<file path="src/rtl/sme_rng_bank.sv">
// sme_rng_bank
// Masking-randomness source for the SME datapath. RMAX independent xorshift32
// lanes are seeded one word at a time from an entropy port. Once every lane
// is seeded, all lanes are presented in parallel on rng. Each adv pulse steps
// every lane at once.
//
// Optional feature macro: SME_RNG_AUTORESEED_EN
//   defined   -> a 16-bit advance counter raises reseed_req every
//                RESEED_INTERVAL advances.
//   undefined -> no counter is built and reseed_req is tied low.

module sme_rng_bank #(
    parameter int XLEN            = 32,
    parameter int SMAX            = 4,
    parameter int RESEED_INTERVAL = 65535,
    localparam int RMAX           = SMAX + (SMAX * (SMAX - 1)) / 2
) (
    input  logic            g_clk,
    input  logic            g_reset,
    output logic            g_clk_req,
    input  logic            seed_valid,
    output logic            seed_ready,
    input  logic [XLEN-1:0] seed_data,
    input  logic            reseed,
    input  logic            adv,
    output logic            rng_valid,
    output logic [XLEN-1:0] rng [0:RMAX-1],
    output logic            reseed_req
);

    localparam int          IDX_W     = (RMAX > 1) ? $clog2(RMAX) : 1;
    localparam logic [31:0] ZERO_SUBST = 32'h9E37_79B9;

    typedef enum logic [0:0] {
        ST_SEED = 1'b0,
        ST_RUN  = 1'b1
    } state_t;

    // One xorshift32 step, each shift truncated to 32 bits.
    function automatic logic [31:0] xs32_step(input logic [31:0] x);
        logic [31:0] t;
        t = x;
        t = t ^ (t << 13);
        t = t ^ (t >> 17);
        t = t ^ (t << 5);
        return t;
    endfunction

    // An all-zero xorshift state never leaves zero. Substitute a fixed
    // non-zero constant for a zero seed.
    function automatic logic [31:0] seed_fix(input logic [31:0] w);
        logic [31:0] r;
        if (w == 32'h0000_0000) begin
            r = ZERO_SUBST;
        end else begin
            r = w;
        end
        return r;
    endfunction

    state_t                 state_r;
    state_t                 state_nxt_s;
    logic [IDX_W-1:0]       idx_r;
    logic [IDX_W-1:0]       idx_nxt_s;
    logic [XLEN-1:0]        lane_r [0:RMAX-1];

    logic                   seed_acc_s;
    logic                   lane_load_s;
    logic                   lane_step_s;
    logic                   lane_clear_s;

    // The handshake depends only on registered state, so the entropy source
    // never sees a combinational loop through seed_ready.
    assign seed_ready = (state_r == ST_SEED);
    assign rng_valid  = (state_r == ST_RUN);
    assign seed_acc_s = seed_valid && seed_ready;

    // The clock must run while seeding, and while the consumer wants a step.
    assign g_clk_req  = (state_r == ST_SEED) || adv;

    // Compute the next state and seed index, and select the lane update.
    // reseed always beats a seed accept or an advance.
    always_comb begin
        state_nxt_s  = state_r;
        idx_nxt_s    = idx_r;
        lane_load_s  = 1'b0;
        lane_step_s  = 1'b0;
        lane_clear_s = 1'b0;
        case (state_r)
            ST_SEED: begin
                if (reseed) begin
                    state_nxt_s  = ST_SEED;
                    idx_nxt_s    = {IDX_W{1'b0}};
                    lane_clear_s = 1'b1;
                end else if (seed_acc_s) begin
                    lane_load_s = 1'b1;
                    if (idx_r == IDX_W'(RMAX - 1)) begin
                        state_nxt_s = ST_RUN;
                        idx_nxt_s   = {IDX_W{1'b0}};
                    end else begin
                        state_nxt_s = ST_SEED;
                        idx_nxt_s   = idx_r + {{(IDX_W-1){1'b0}}, 1'b1};
                    end
                end else begin
                    state_nxt_s = ST_SEED;
                    idx_nxt_s   = idx_r;
                end
            end
            ST_RUN: begin
                if (reseed) begin
                    state_nxt_s  = ST_SEED;
                    idx_nxt_s    = {IDX_W{1'b0}};
                    lane_clear_s = 1'b1;
                end else if (adv) begin
                    state_nxt_s = ST_RUN;
                    lane_step_s = 1'b1;
                end else begin
                    state_nxt_s = ST_RUN;
                end
            end
            default: begin
                state_nxt_s  = ST_SEED;
                idx_nxt_s    = {IDX_W{1'b0}};
                lane_clear_s = 1'b1;
            end
        endcase
    end

    // State register and seed index.
    always_ff @(posedge g_clk or posedge g_reset) begin
        if (g_reset) begin
            state_r <= ST_SEED;
            idx_r   <= {IDX_W{1'b0}};
        end else begin
            state_r <= state_nxt_s;
            idx_r   <= idx_nxt_s;
        end
    end

    // Lane storage: clear, load the indexed lane with a seed, or step all lanes.
    always_ff @(posedge g_clk or posedge g_reset) begin
        if (g_reset) begin
            for (int k = 0; k < RMAX; k++) begin
                lane_r[k] <= {XLEN{1'b0}};
            end
        end else begin
            for (int k = 0; k < RMAX; k++) begin
                if (lane_clear_s) begin
                    lane_r[k] <= {XLEN{1'b0}};
                end else if (lane_load_s && (idx_r == IDX_W'(k))) begin
                    lane_r[k] <= seed_fix(seed_data);
                end else if (lane_step_s) begin
                    lane_r[k] <= xs32_step(lane_r[k]);
                end else begin
                    lane_r[k] <= lane_r[k];
                end
            end
        end
    end

    // Hide partial seed material: lanes are only visible once fully seeded.
    always_comb begin
        for (int k = 0; k < RMAX; k++) begin
            if (state_r == ST_RUN) begin
                rng[k] = lane_r[k];
            end else begin
                rng[k] = {XLEN{1'b0}};
            end
        end
    end

`ifdef SME_RNG_AUTORESEED_EN
    logic [15:0] adv_cnt_r;
    logic        reseed_req_r;
    logic        adv_eff_s;

    assign adv_eff_s  = lane_step_s;
    assign reseed_req = reseed_req_r;

    // Count effective advances. Raise a sticky reseed request every
    // RESEED_INTERVAL advances. Only reseed or reset clears the request.
    always_ff @(posedge g_clk or posedge g_reset) begin
        if (g_reset) begin
            adv_cnt_r    <= 16'd0;
            reseed_req_r <= 1'b0;
        end else if (reseed) begin
            adv_cnt_r    <= 16'd0;
            reseed_req_r <= 1'b0;
        end else if (adv_eff_s) begin
            if ((adv_cnt_r + 16'd1) == 16'(RESEED_INTERVAL)) begin
                adv_cnt_r    <= 16'd0;
                reseed_req_r <= 1'b1;
            end else begin
                adv_cnt_r    <= adv_cnt_r + 16'd1;
                reseed_req_r <= reseed_req_r;
            end
        end else begin
            adv_cnt_r    <= adv_cnt_r;
            reseed_req_r <= reseed_req_r;
        end
    end
`else
    assign reseed_req = 1'b0;
`endif

endmodule

</file>
<file path="config.mk">
export PLATFORM = sky130hd
export DESIGN_NAME = sme_rng_bank
export DESIGN_NICKNAME = d
export VERILOG_FILES = /design/src/rtl/sme_rng_bank.sv
export SDC_FILE = /design/constraint.sdc
export NUM_CORES = 1
export LEC_CHECK = 0
export CAP_MARGIN = 15
export CORE_UTILIZATION = 23
export CTS_CLUSTER_SIZE = 12
export DETAILED_ROUTE_END_ITERATION = 16
export DONT_BUFFER_PORTS = 1
export HOLD_SLACK_MARGIN = 0.15
export MAX_ROUTING_LAYER = met4
export SKIP_CTS_REPAIR_TIMING = 1
export SLEW_MARGIN = 20
export SYNTH_ARGS = -nofsm -noshare
export SYNTH_HDL_FRONTEND = slang
export SYNTH_SLANG_ARGS = --single-unit
</file>
<file path="constraint.sdc">
create_clock -name g_clk -period 10.7 [get_ports g_clk]
set_input_delay 0.535 -clock g_clk [delete_from_list [all_inputs] [get_ports g_clk]]
set_output_delay 0.535 -clock g_clk [all_outputs]
set_load 0.05 [all_outputs]
</file>
# After elaboration in Yosys (flattened, before gate mapping)
# Cells that the tools add are included.
# Widths: inputs -> output; s select.
[totals]
regBits = 325
wordCells = 138
[classes]
n_reduce_logical = 25
mux = 58
add_sub_neg = 1
n_eq_ne = 11
bitwise = 31
[op_table]
columns = ["operator", "n"]
rows = [
  ["$mux 32", 41],
  ["$xor 32x32->32", 20],
  ["$xor 32x15->32", 10],
  ["$logic_not 32->1", 1],
  ["$reduce_bool 3->1", 10],
  ["$eq 4x3->1 const B", 4],
  ["$mux 4", 4],
  ["$logic_and 1x1->1", 11],
  ["$mux 1", 11],
  ["$eq 4x2->1 const B", 2],
  ["$eq 4x4->1 const B", 2],
  ["$pmux 4 s2", 1],
  ["$add 4x1->4 const B", 1],
  ["$eq 4x1->1 const B", 1],
  ["$logic_not 4->1", 1],
  ["$ne 3x1->1 const B", 1],
  ["$ne 2x2->1 const B", 1],
  ["$pmux 1 s2", 1],
  ["$reduce_and 2->1", 1],
  ["$logic_or 1x1->1", 1],
  ["$not 1->1", 1],
]

# Depth between registers and ports, before layout
[logic_depth]
depth_word = 8
depth_mapped = 9
depth_no_buf = 5

# Least setup slack after synthesis
# OpenSTA, ideal clock, no wires.
[synth_timing]
path_kind = "register to output"
start = "register state_r, in the netlist rng_valid"
end = "output port rng[100] (netlist bit)"
arrival_ns = 2.368
path_slack_ns = 7.797
path_stages_with_launch = 6
n_path_buf = 3
cell_sequence = "dfrtp_1 > buf_2 > clkbuf_1 > clkbuf_1 > inv_1 > nor2_1"
[synth_lines]
columns = ["item", "line", "source"]
rows = [
  ["from (decl)", "61", "state_t state_r;"],
  ["from (signal assigned)", "135", "state_r <= state_nxt_s;"],
  ["to (decl)", "27", "output logic [XLEN-1:0] rng [0:RMAX-1],"],
]

==> summary.txt <==
STA
  • Fin Clk Skew: slightly above 0.03 ns
  • Final Setup Violations: 0
  • Max-slew violations: 0
  • Slew margin rel.: between 15 and 20%
  • Worst Max-Slew Pin Slew: around 1.2 ns
  • Final setup TNS: 0 ns
  • Final Hold Fails: 0
  • Period Utilization, post-route: 41.0%
  • Fmax: 228 MHz
  • RSZ-0062 raised after global routing: false
  • Min Tclk post-route: between 4 and 5 ns

Outcome
  • Run status: finished, final reports clean

Clock network
  • Root Driver: clkbuf_16
  • Clock tree sinks: ~330
  • Clock transition at path regs: 0.07 ns
  • Clock Tree Buf Depth: 3
  • CTS tree: built
  • CTS Buf Count: 42
  • H-tree Lvls: 2
  • Clk Latency, worst-skew pair: ~0.6 ns

Critical path
  • Worst Path Class, Setup: reg2out
  • WP data required: 10.17 ns
  • Reg2reg end: lane_r[48]
  • CP Capture Point: rng[164]
  • Max FO, Critical Path: 96
  • WP data arrival: between 3 and 4 ns
  • Worst Setup Start Kind: register
  • FF-to-FF path depth: 7
  • Setup crit start: rng_valid
  • Crit end category: primary output
  • Worst reg-to-reg setup slack: ~6.3 ns
  • Worst r2r src: rng_valid

Route
  • DR iter-0 viols: 2,135
  • Final ANT Viol Nets: 0
  • Vias/cell: between 5 and 6
  • First-pass DRT Iterations: 6
  • DR WL/cell: 27.8 µm
  • Vias post-DR: just over 20,000
  • Post-Route WL: approximately 110,000 µm
  • DRC viols: 0

Layout
  • Nets: between 2,000 and 3,000
  • Design Area, Final: between 20,000 and 30,000 µm²
  • Commonest non-fill, non-tap cell in the layout: xnor2_1
  • Finished Layout Cells: between 4,000 and 5,000
  • Layout cell share with drive strength beyond 1: under 10%
  • Commonest cells after routing, fill and taps aside: xnor2_1, and2_1, dfrtp_1
  • Core Util, Final: 26.0%
  • Area Growth Syn to Fin: 11.2%
  • Fill cell count: 11,300

Synthesis
  • Yosys reg bits: approximately 330
  • Cells after Synth: 2,755
  • Post-synth ARST share: 100%
  • EDFF count, synth: 0
  • Seq/Total Area, Yosys: between 30% and 40%
  • Netlist cell types: between 40 and 50
  • Post-synth top area cell: dfrtp_1
  • Synth area leaders: dfrtp_1, xnor2_1, xor2_1
  • Primary FF master, synth: dfrtp_1
  • Mapped cell area: ~25,000 µm²
  • Syn. warnings: 0
  • Synth top area share: between 30% and 40%
  • Mapped Nets: 2,792
  • Post-Syn Area per Cell: about 9 µm²

Place
  • Placed cells: between 3,000 and 4,000
  • Number of port buffers: 0
  • Post-placement cell area: roughly 26,000 µm²
  • RD Place Congestion: approximately 0.84
  • HPWL after DPL: ~70,000 µm

GRT
  • First-pass GRT wire length: ~150,000 µm
  • Vias in the first global route: 19,000
  • Gr ovfl total: 0
  • Total GRT Usage: between 10% and 20%
  • Largest net degree at the start of global routing: 282
  • Initial antenna violation count: 21

Power
  • PwrDens: about 110 nW/µm²
  • Static Leakage: roughly 11 nW
  • VDD IR max: just over 0.1 mV

Floorplan
  • Top Ports: 361
  • Row count: roughly 120
  • DIE WIDTH: ~330 µm
  • Die area: about 110,000 µm²
  • Initial core utilization: between 20% and 30%
  • Die H: roughly 330 µm
  • Core area: approximately 110,000 µm²

Min path
  • Hold WC Path Type: in2reg
  • Hold Crit Start: seed_data[5]

Job
  • Max-cap violations: 0
cell families (layout without fill, tap and decap cells):
logic type	Yosys count	after routing	share of synthesized area, %
muxes	21	21	0.851
other	1	13	0.0152
AOI/OAI and AO/OA	498	498	13.6
DFF	325	325	32.9
and+or+nand+nor	892	892	18.2
xor gates and xnor gates	736	736	29.7
buffers and inverters	282	150	4.75
sequential cells by signal, indices dropped and copies added, names as in the netlist:
name       count
idx_r          4
lane_r       320
rng_valid      1
worst max-delay path, cell delays in order, from the launching register on:
cell and delay [ns]:
dfrtp_4 0.74, buf_4 0.80, inv_1 0.74, nor2_1 0.95
routing by layer:
metal  wire length (µm)  global-route usage, %  part of all wire [%]  vias up
met1              45200                   24.6                    40    10300
li1                   -                      -                     -     8891
met2              50900                   29.0                    45      950
met4               2990                   6.77                   2.7        0
met5                  0                      -                     0        -
met3              12800                   6.98                    11      132
final cells by class:
type	count	area [µm²]	area share, %
timing repair buffer	70	719	2.62
clock inverter	6	33.8	0.123
sequential	325	8140	29.6
inverter	5	26.3	0.0956
multi-input combinational	2148	15500	56.3
antenna	12	30.0	0.109
tap	1391	1740	6.33
clock buffer	69	1320	4.82
cells in the mapped netlist, types with 54 or more instances:
library cell,count
xor2_1,260
and2_1,327
dfrtp_1,325
clkbuf_1,197
buf_2,55
xnor2_1,412
o31ai_1,163
xnor3_1,54
o22ai_1,54
nand2_1,227
o21ai_0,132
nor2_1,204
power by group:
part	internal [W]	leakage, nW	switching (W)
clock network	0.000840	0.675	0.000604
registers	0.00125	4.51	0.0000411
logic	0.000121	5.96	0.000179
per-stage QoR:
| step | power [W] | setup slack [ns] | hold slack, ns |
|---|---|---|---|
| 3_5_place_dp | 0.00155 | 6.24 | 0.569 |
| 4_1_cts | 0.00299 | 6.17 | 0.0449 |
| 5_1_grt | 0.00312 | 5.87 | 0.151 |
| 3_3_place_gp | 0.00155 | 6.32 | 0.550 |
| 6_report | 0.00304 | 6.31 | 0.124 |
| 2_1_floorplan | 0.00152 | 1.17 | 0.530 |
worst min path at each step:
stage	endpoint	slack, ns	cells after the start
5_1_grt	lane_r[30]	0.15	2
3_5_place_dp	lane_r[29]	0.57	2
2_1_floorplan	lane_r[30]	0.53	2
6_report	lane_r[133]	0.12	2
4_1_cts	lane_r[134]	0.04	1
3_3_place_gp	lane_r[23]	0.55	2
Power figures use the tool's default switching activity.
